File: config.mk
export PLATFORM = sky130hd
export DESIGN_NAME = id_ex_stage
export DESIGN_NICKNAME = d
export VERILOG_FILES = /design/src/rtl/riscv_pipe_pkg.sv /design/src/rtl/load_use_detect.sv /design/src/rtl/id_ex_stage.sv
export SDC_FILE = /design/constraint.sdc
export NUM_CORES = 1
export LEC_CHECK = 0
export ABC_AREA = 1
export CAP_MARGIN = 20
export CORE_AREA = 2 2 130 132
export CTS_CLUSTER_SIZE = 40
export DETAILED_ROUTE_END_ITERATION = 10
export DIE_AREA = 0 0 132 134
export PLACE_DENSITY = 0.75
export SLEW_MARGIN = 20
export SYNTH_ARGS = -nofsm -noshare
export SYNTH_HDL_FRONTEND = slang
export SYNTH_SLANG_ARGS = --single-unit
File: constraint.sdc
create_clock -name clk -period 10.1 [get_ports clk]
set_input_delay 1.515 -clock clk [delete_from_list [all_inputs] [get_ports clk]]
set_output_delay 1.515 -clock clk [all_outputs]
set_load 0.05 [all_outputs]
File: src/rtl/riscv_pipe_pkg.sv
// Shared pipeline types: decoded control bundle, ALUOp encodings, opcodes
// and the ID/EX advance decision.
package riscv_pipe_pkg;

   typedef struct packed {
      logic       ALUSrc;
      logic       MemtoReg;
      logic       RegWrite;
      logic       MemRead;
      logic       MemWrite;
      logic [1:0] ALUOp;
      logic       Branch;
      logic       EhJAL;
      logic       EhJALR;
   } ctrl_t;

   localparam ctrl_t CTRL_NOP = '0;

   localparam logic [1:0] ALUOP_MEM   = 2'b00;
   localparam logic [1:0] ALUOP_BR    = 2'b01;
   localparam logic [1:0] ALUOP_ARITH = 2'b10;

   localparam logic [6:0] OPC_RTYPE = 7'b0110011;
   localparam logic [6:0] OPC_ITYPE = 7'b0010011;
   localparam logic [6:0] OPC_LW    = 7'b0000011;
   localparam logic [6:0] OPC_SW    = 7'b0100011;
   localparam logic [6:0] OPC_BR    = 7'b1100011;
   localparam logic [6:0] OPC_JAL   = 7'b1101111;
   localparam logic [6:0] OPC_JALR  = 7'b1100111;

   typedef enum logic [1:0] {
      ADV_NORMAL,
      ADV_HAZARD,
      ADV_FLUSH
   } adv_e;

endpackage

File: src/rtl/load_use_detect.sv
// Load-use hazard detection: a load in EX whose destination feeds either
// source of the ID instruction. x0 never creates a dependency.
module load_use_detect (
   input  logic       ex_memread,
   input  logic [4:0] ex_rd,
   input  logic [4:0] id_rs1,
   input  logic [4:0] id_rs2,
   output logic       hazard
);

   always_comb begin
      hazard = ex_memread && (ex_rd != 5'd0) &&
               ((ex_rd == id_rs1) || (ex_rd == id_rs2));
   end

endmodule

File: src/rtl/id_ex_stage.sv
// ID/EX pipeline register with load-use stall, bubble insertion on hazard or
// flush, and a saturating count of load-use bubbles.
module id_ex_stage
   import riscv_pipe_pkg::*;
#(
   parameter int unsigned DATA_W = 32,
   parameter int unsigned PC_W   = 32,
   parameter int unsigned CNT_W  = 16
) (
   input  logic              clk,
   input  logic              reset,
   input  ctrl_t             id_ctrl,
   input  logic [PC_W-1:0]   id_pc,
   input  logic [DATA_W-1:0] id_rd1,
   input  logic [DATA_W-1:0] id_rd2,
   input  logic [DATA_W-1:0] id_imm,
   input  logic [4:0]        id_rs1,
   input  logic [4:0]        id_rs2,
   input  logic [4:0]        id_rd,
   input  logic [3:0]        id_funct,
   input  logic              flush,
   output ctrl_t             ex_ctrl,
   output logic [PC_W-1:0]   ex_pc,
   output logic [DATA_W-1:0] ex_rd1,
   output logic [DATA_W-1:0] ex_rd2,
   output logic [DATA_W-1:0] ex_imm,
   output logic [4:0]        ex_rs1,
   output logic [4:0]        ex_rs2,
   output logic [4:0]        ex_rd,
   output logic [3:0]        ex_funct,
   output logic              stall,
   output logic [CNT_W-1:0]  bubble_cnt
);

   ctrl_t             ex_ctrl_q, ex_ctrl_d;
   logic [PC_W-1:0]   ex_pc_q;
   logic [DATA_W-1:0] ex_rd1_q, ex_rd2_q, ex_imm_q;
   logic [4:0]        ex_rs1_q, ex_rs2_q, ex_rd_q;
   logic [3:0]        ex_funct_q;
   logic [CNT_W-1:0]  bubble_cnt_q, bubble_cnt_d;
   logic              hazard;
   adv_e              adv;

   load_use_detect u_load_use_detect (
      .ex_memread (ex_ctrl_q.MemRead),
      .ex_rd      (ex_rd_q),
      .id_rs1     (id_rs1),
      .id_rs2     (id_rs2),
      .hazard     (hazard)
   );

   // Flush wins over the hazard: the ID instruction is dead, so holding it
   // upstream would be pointless and the bubble is not a load-use bubble.
   always_comb begin
      adv = ADV_NORMAL;
      if (flush) begin
         adv = ADV_FLUSH;
      end else if (hazard) begin
         adv = ADV_HAZARD;
      end
      stall        = (adv == ADV_HAZARD);
      ex_ctrl_d    = (adv == ADV_NORMAL) ? id_ctrl : CTRL_NOP;
      bubble_cnt_d = bubble_cnt_q;
      if (stall && (bubble_cnt_q != '1)) begin
         bubble_cnt_d = bubble_cnt_q + 1'b1;
      end
   end

   always_ff @(posedge clk or posedge reset) begin
      if (reset) begin
         ex_ctrl_q    <= CTRL_NOP;
         ex_pc_q      <= '0;
         ex_rd1_q     <= '0;
         ex_rd2_q     <= '0;
         ex_imm_q     <= '0;
         ex_rs1_q     <= '0;
         ex_rs2_q     <= '0;
         ex_rd_q      <= '0;
         ex_funct_q   <= '0;
         bubble_cnt_q <= '0;
      end else begin
         ex_ctrl_q    <= ex_ctrl_d;
         ex_pc_q      <= id_pc;
         ex_rd1_q     <= id_rd1;
         ex_rd2_q     <= id_rd2;
         ex_imm_q     <= id_imm;
         ex_rs1_q     <= id_rs1;
         ex_rs2_q     <= id_rs2;
         ex_rd_q      <= id_rd;
         ex_funct_q   <= id_funct;
         bubble_cnt_q <= bubble_cnt_d;
      end
   end

   assign ex_ctrl    = ex_ctrl_q;
   assign ex_pc      = ex_pc_q;
   assign ex_rd1     = ex_rd1_q;
   assign ex_rd2     = ex_rd2_q;
   assign ex_imm     = ex_imm_q;
   assign ex_rs1     = ex_rs1_q;
   assign ex_rs2     = ex_rs2_q;
   assign ex_rd      = ex_rd_q;
   assign ex_funct   = ex_funct_q;
   assign bubble_cnt = bubble_cnt_q;

endmodule

Word-level counts from Yosys, hierarchy flattened. Index checks and enable logic that the tools add are counted.

$add $sub $neg: 1. Eq/ne operators: 4. Muxes and demuxes: 3. Reductions and logical operators: 6.

Operator list (count): $add 16x1->16 const B (1); $ne 16x16->1 const B (1); $eq 5x5->1 (2); $mux 10 (1); $reduce_bool 5->1 (1); $logic_and 1x1->1 (3); $eq 2x1->1 const B (1); $logic_not 2->1 (1); $mux 2 (1); $logic_or 1x1->1 (1); $mux 1 (1).

Bits in registers: 173. Output and inout bits: 174. Logic and storage cells: 32.

Logic depth before layout (Yosys ltp).
Depth in word-level cells: 7. Depth in mapped cells: 11. Depth with buffers taken out: 10.

Hierarchy. A second synthesis with hierarchy kept.

Cell total of the unflattened synthesis: 374. Area, all modules: 5215.0 um^2.

Modules (own cells, without submodules): id_ex_stage (instances 1, cells each 329, area an instance 5019.8 um^2, sequential area each 4329.2 um^2); load_use_detect (instances 1, cells each 45, area an instance 195.2 um^2, sequential area each 0.0 um^2).

Worst setup path before layout. OpenSTA, ideal clock, no wires.

Path kind: input -> output. Start: in id_rs1[4]. End: out stall. Data arrival time: 2.337 ns. Setup slack: 6.248 ns. Stages: 8. Path buffers: 0. Cell sequence: inv_1 -> nand2_1 -> nand2_1 -> nor2_1 -> nand3_1 -> nand2_2 -> nand3_2 -> inv_1.

Longest elaborated chain between the ends: 6.

Ends and longest elaborated chain: from (decl) (line id_ex_stage.sv:17) `input logic [4:0] id_rs1,`; $eq 5x5->1 (line load_use_detect.sv:13) `((ex_rd == id_rs1) || (ex_rd == id_rs2));`; $logic_or 1x1->1 (line load_use_detect.sv:13); $logic_and 1x1->1 (line load_use_detect.sv:12) `hazard = ex_memread && (ex_rd != 5'd0) &&`; $mux 1 (line id_ex_stage.sv:58) `end else if (hazard) begin`; $mux 2 (line id_ex_stage.sv:56) `if (flush) begin`; $eq 2x1->1 (line id_ex_stage.sv:61) `stall = (adv == ADV_HAZARD);`; to (decl) (line id_ex_stage.sv:31) `output logic stall,`.

Every way passes these cells.

Worst setup path after layout.
Start: in id_rs1[1]. End: out stall.

The elaborated chain is that of the path after synthesis.

==> results_dict.tcl <==
set metrics [dict create \
    finalMaxSlewViolations 0 \
    post-cts-setup-buffers 0 \
    cts_resized 0 \
    portBuffers 333 \
    cts-root-buf "clkbuf_16" \
    wl_um 16290 \
    grt_max_degree 92 \
    ys_ff_latch 173 \
    critPathMaxStageDelay_ns 0.80 \
    yosys.area_share.xor_xnor 0.02678 \
    ys_types 22 \
    p_int_mw 1.171 \
    gp_congestion 0.9016 \
    final_nets 868 \
    hold_depth 2 \
    fin_crit_sh 0.5048 \
    slew_headroom 0.4717 \
    syn_to_final_growth_pct 79.67 \
    comb_power_share 0.177 \
    holdCritStartpoint "bubble_cnt[12]" \
    path_delay_family "buffers and inverters" \
    crit_buf_inv 4 \
    crit_chain "clkdlybuf4s50_1, inv_1, nand2_1, nand2_1, nor2_1, nand3_1, nand2_2, nand3_2, inv_1, clkdlybuf4s50_1" \
    synthMuxAreaShare 0 \
    wl_per_cell_um 17.31 \
    cp_data_required_time_ns 8.59 \
    yosysSeqAreaShare 0.8274 \
    via_count 3953 \
    synth_fa_ha_area_frac 0.002391 \
    die_x_um 132 \
    max_freq_mhz 196.2 \
    p_sw_frac 0.2951 \
    r2r_slack_ns 8.25 \
    synth_top_family_by_area "simple AND/OR/NAND/NOR gates" \
    drt-initial-drc-count 87 \
    drive_above_1_share 0.06389 \
    drt_pass1_iterations 4 \
    postSynthCellCount 357 \
    num_rows 47 \
    synth_compound_area_frac 0.0009565 \
    drc 0 \
    finalSetupViolations 0 \
    start_kind "input pin" \
    crit_arrival_ns 3.58 \
    synth_fp_nets 518 \
    period_minus_slack_ns 5.098 \
    leakagePower_nw 4.195 \
    setup_tns_ns 0 \
    antenna_left 0 \
    clk_pin_slew_ns 0.07 \
    initial_core_util 0.3212 \
    critPathKind "input pin to output pin" \
    whs_ns 0.5525 \
    n_fill_cell 1311 \
    ios 334 \
    cp_slowest_cell "clkdlybuf4s50_1" \
    drv_cap 0 \
    power.density_mw_per_mm2 176.7 \
    end_kind "output pin" \
    antenna_found_initial 1 \
    status "finished clean" \
    grt_usage 0.1903 \
    p_switching_uw 490.2 \
    r2r-start "bubble_cnt[0]" \
    grt_remaining_overflow 0 \
    cts_tree "built" \
    p_seq_frac 0.446 \
    clkPwrFrac 0.377 \
    dieArea_sq_mm 0.01769 \
    clk_path_buf_depth 2 \
    critPathMaxFanout 3 \
    viasPerCell 4.201 \
    dieHeight_um 134 \
    grt_pass1_vias 4465 \
    min_path_type "flop to flop" \
    hold_end "bubble_cnt[12]" \
    grt_pass1_wl_um 25140 \
    clock_sinks 173 \
    hpwlAfterDp_um 12770 \
    r2r_cells 9 \
    grt_setup_unrepaired "false" \
    synth_simple_gate_area_frac 0.1102 \
    ys_warn_count 0 \
    clock_skew_ns 0.01146 \
    worstMarginPinSlew_ns 0.7924 \
    cts_hold_buf 0 \
    clock_latency_ns 0.42 \
    cts.htree.levels 4 \
    syn_area_sq_mm 0.005233 \
    worstReg2RegEnd "bubble_cnt[8]" \
    avgSynthCellArea_sq_um 14.66 \
    coreArea_sq_mm 0.01629 \
    cts_buffers 17 \
    peakVddDrop_v 0.0001033 \
    hold_violations 0 \
]
-- per-layer routing --
layer  up-vias  GRT usage  routed length, um
li1       1783          -                  -
met1      1905     0.1963               5726
met2       234     0.3275               8278
met3        31    0.09637               1902
met4         0    0.08092                385
met5         -          0                  0
-- flip-flops by register name, summed over array words and instances (netlist names) --
signal	count
bubble_cnt	16
ex_rd	5
ex_rd2	32
ex_imm	32
ex_ctrl	10
ex_rs1	5
ex_rs2	5
ex_pc	32
ex_rd1	32
ex_funct	4
-- cells in the final DEF, fill, tap and decap left out, drive strengths merged --
| cell type | Yosys | final |
|---|---|---|
| dfrtp | 173 | 173 |
| clkdlybuf4s50 | 0 | 333 |
| ha | 1 | 1 |
| nand3 | 9 | 9 |
| nand4 | 4 | 4 |
| buf | 3 | 1 |
| o21ai | 1 | 1 |
| clkinvlp | 0 | 1 |
| clkinv | 0 | 8 |
| inv | 36 | 42 |
| clkbuf | 0 | 17 |
| diode | 0 | 1 |
| and2b | 1 | 1 |
| nor3 | 4 | 4 |
| nand3b | 2 | 2 |
| xor2 | 8 | 8 |
| nand2 | 85 | 85 |
| xnor2 | 8 | 8 |
| nor2 | 22 | 22 |
-- synthesized netlist by cell type (all sizes together) --
cell type,instances,share of area
xor2,8,0.013
dfrtp,173,0.83
nand3,9,0.013
nor2,22,0.019
buf,3,0.0065
and2b,1,0.0019
nor3,4,0.0038
nand4,4,0.0077
o21ai,1,0.00096
nand2,85,0.062
inv,36,0.026
ha,1,0.0024
nand3b,2,0.0029
xnor2,8,0.013
-- worst max-delay path by stage --
stage | to | from | slack, ns | depth (start not counted)
finish | stall | id_rs1[1] | 5.00 | 10
global route | stall | id_rs1[1] | 4.93 | 10
CTS | stall | id_rs1[1] | 4.99 | 10
detailed placement | stall | id_rs1[1] | 4.99 | 10
global placement | stall | id_rs1[1] | 5.06 | 10
floorplan | bubble_cnt[0] | reset | 3.90 | 1
-- per-stage QoR --
| stage | instance area, sq um | instances | utilization | power, mW | worst slack, ns |
|---|---|---|---|---|---|
| after global routing | 9402 | 941 | 0.5772 | 1.729 | 4.927 |
| after global placement | 8820 | 908 | 0.5414 | 1.046 | 5.061 |
| after CTS | 9395 | 940 | 0.5768 | 1.683 | 4.989 |
| final | 9402 | 941 | 0.5772 | 1.661 | 5.002 |
| after floorplan | 5233 | 357 | - | 0.9012 | 3.897 |
| after detailed placement | 8820 | 908 | 0.5414 | 1.050 | 4.993 |
-- worst register-to-register path: stages (launching register included) --
cell	delay, ns
dfrtp_1	0.44
ha_1	0.27
nand3_2	0.14
nor2_4	0.06
and2b_4	0.18
nand3_4	0.08
inv_2	0.05
nor2_4	0.36
nand2_1	0.13
nand2_1	0.09
-- layout make-up --
type | count | area (sq um) | share of cell area
flip-flops and latches | 173 | 4329 | 0.4605
repair buffers | 334 | 3344 | 0.3557
multi-input cells | 145 | 734.5 | 0.07812
clock buffers | 17 | 425.4 | 0.04525
well taps | 220 | 275.3 | 0.02928
clock inverters | 15 | 150.1 | 0.01597
inverters | 36 | 140.1 | 0.01491
diodes | 1 | 2.502 | 0.0002662
-- logic make-up after synthesis --
logic type,Yosys count
AO/OA/AOI/OAI,1
XOR/XNOR,16
adder cells (fa/ha/maj),1
buffers and inverters,39
flip-flops,173
AND/OR/NAND/NOR,127
-- power by group through the flow --
stage	clock [mW]	sequential [mW]	combinational, mW
after floorplan	0	0.877	0.0241
after global placement	0	0.753	0.293
after detailed placement	0	0.754	0.296
after CTS	0.645	0.741	0.297
after global routing	0.678	0.744	0.307
final	0.627	0.741	0.293
Note: power is estimated with default switching activity, not from simulation.
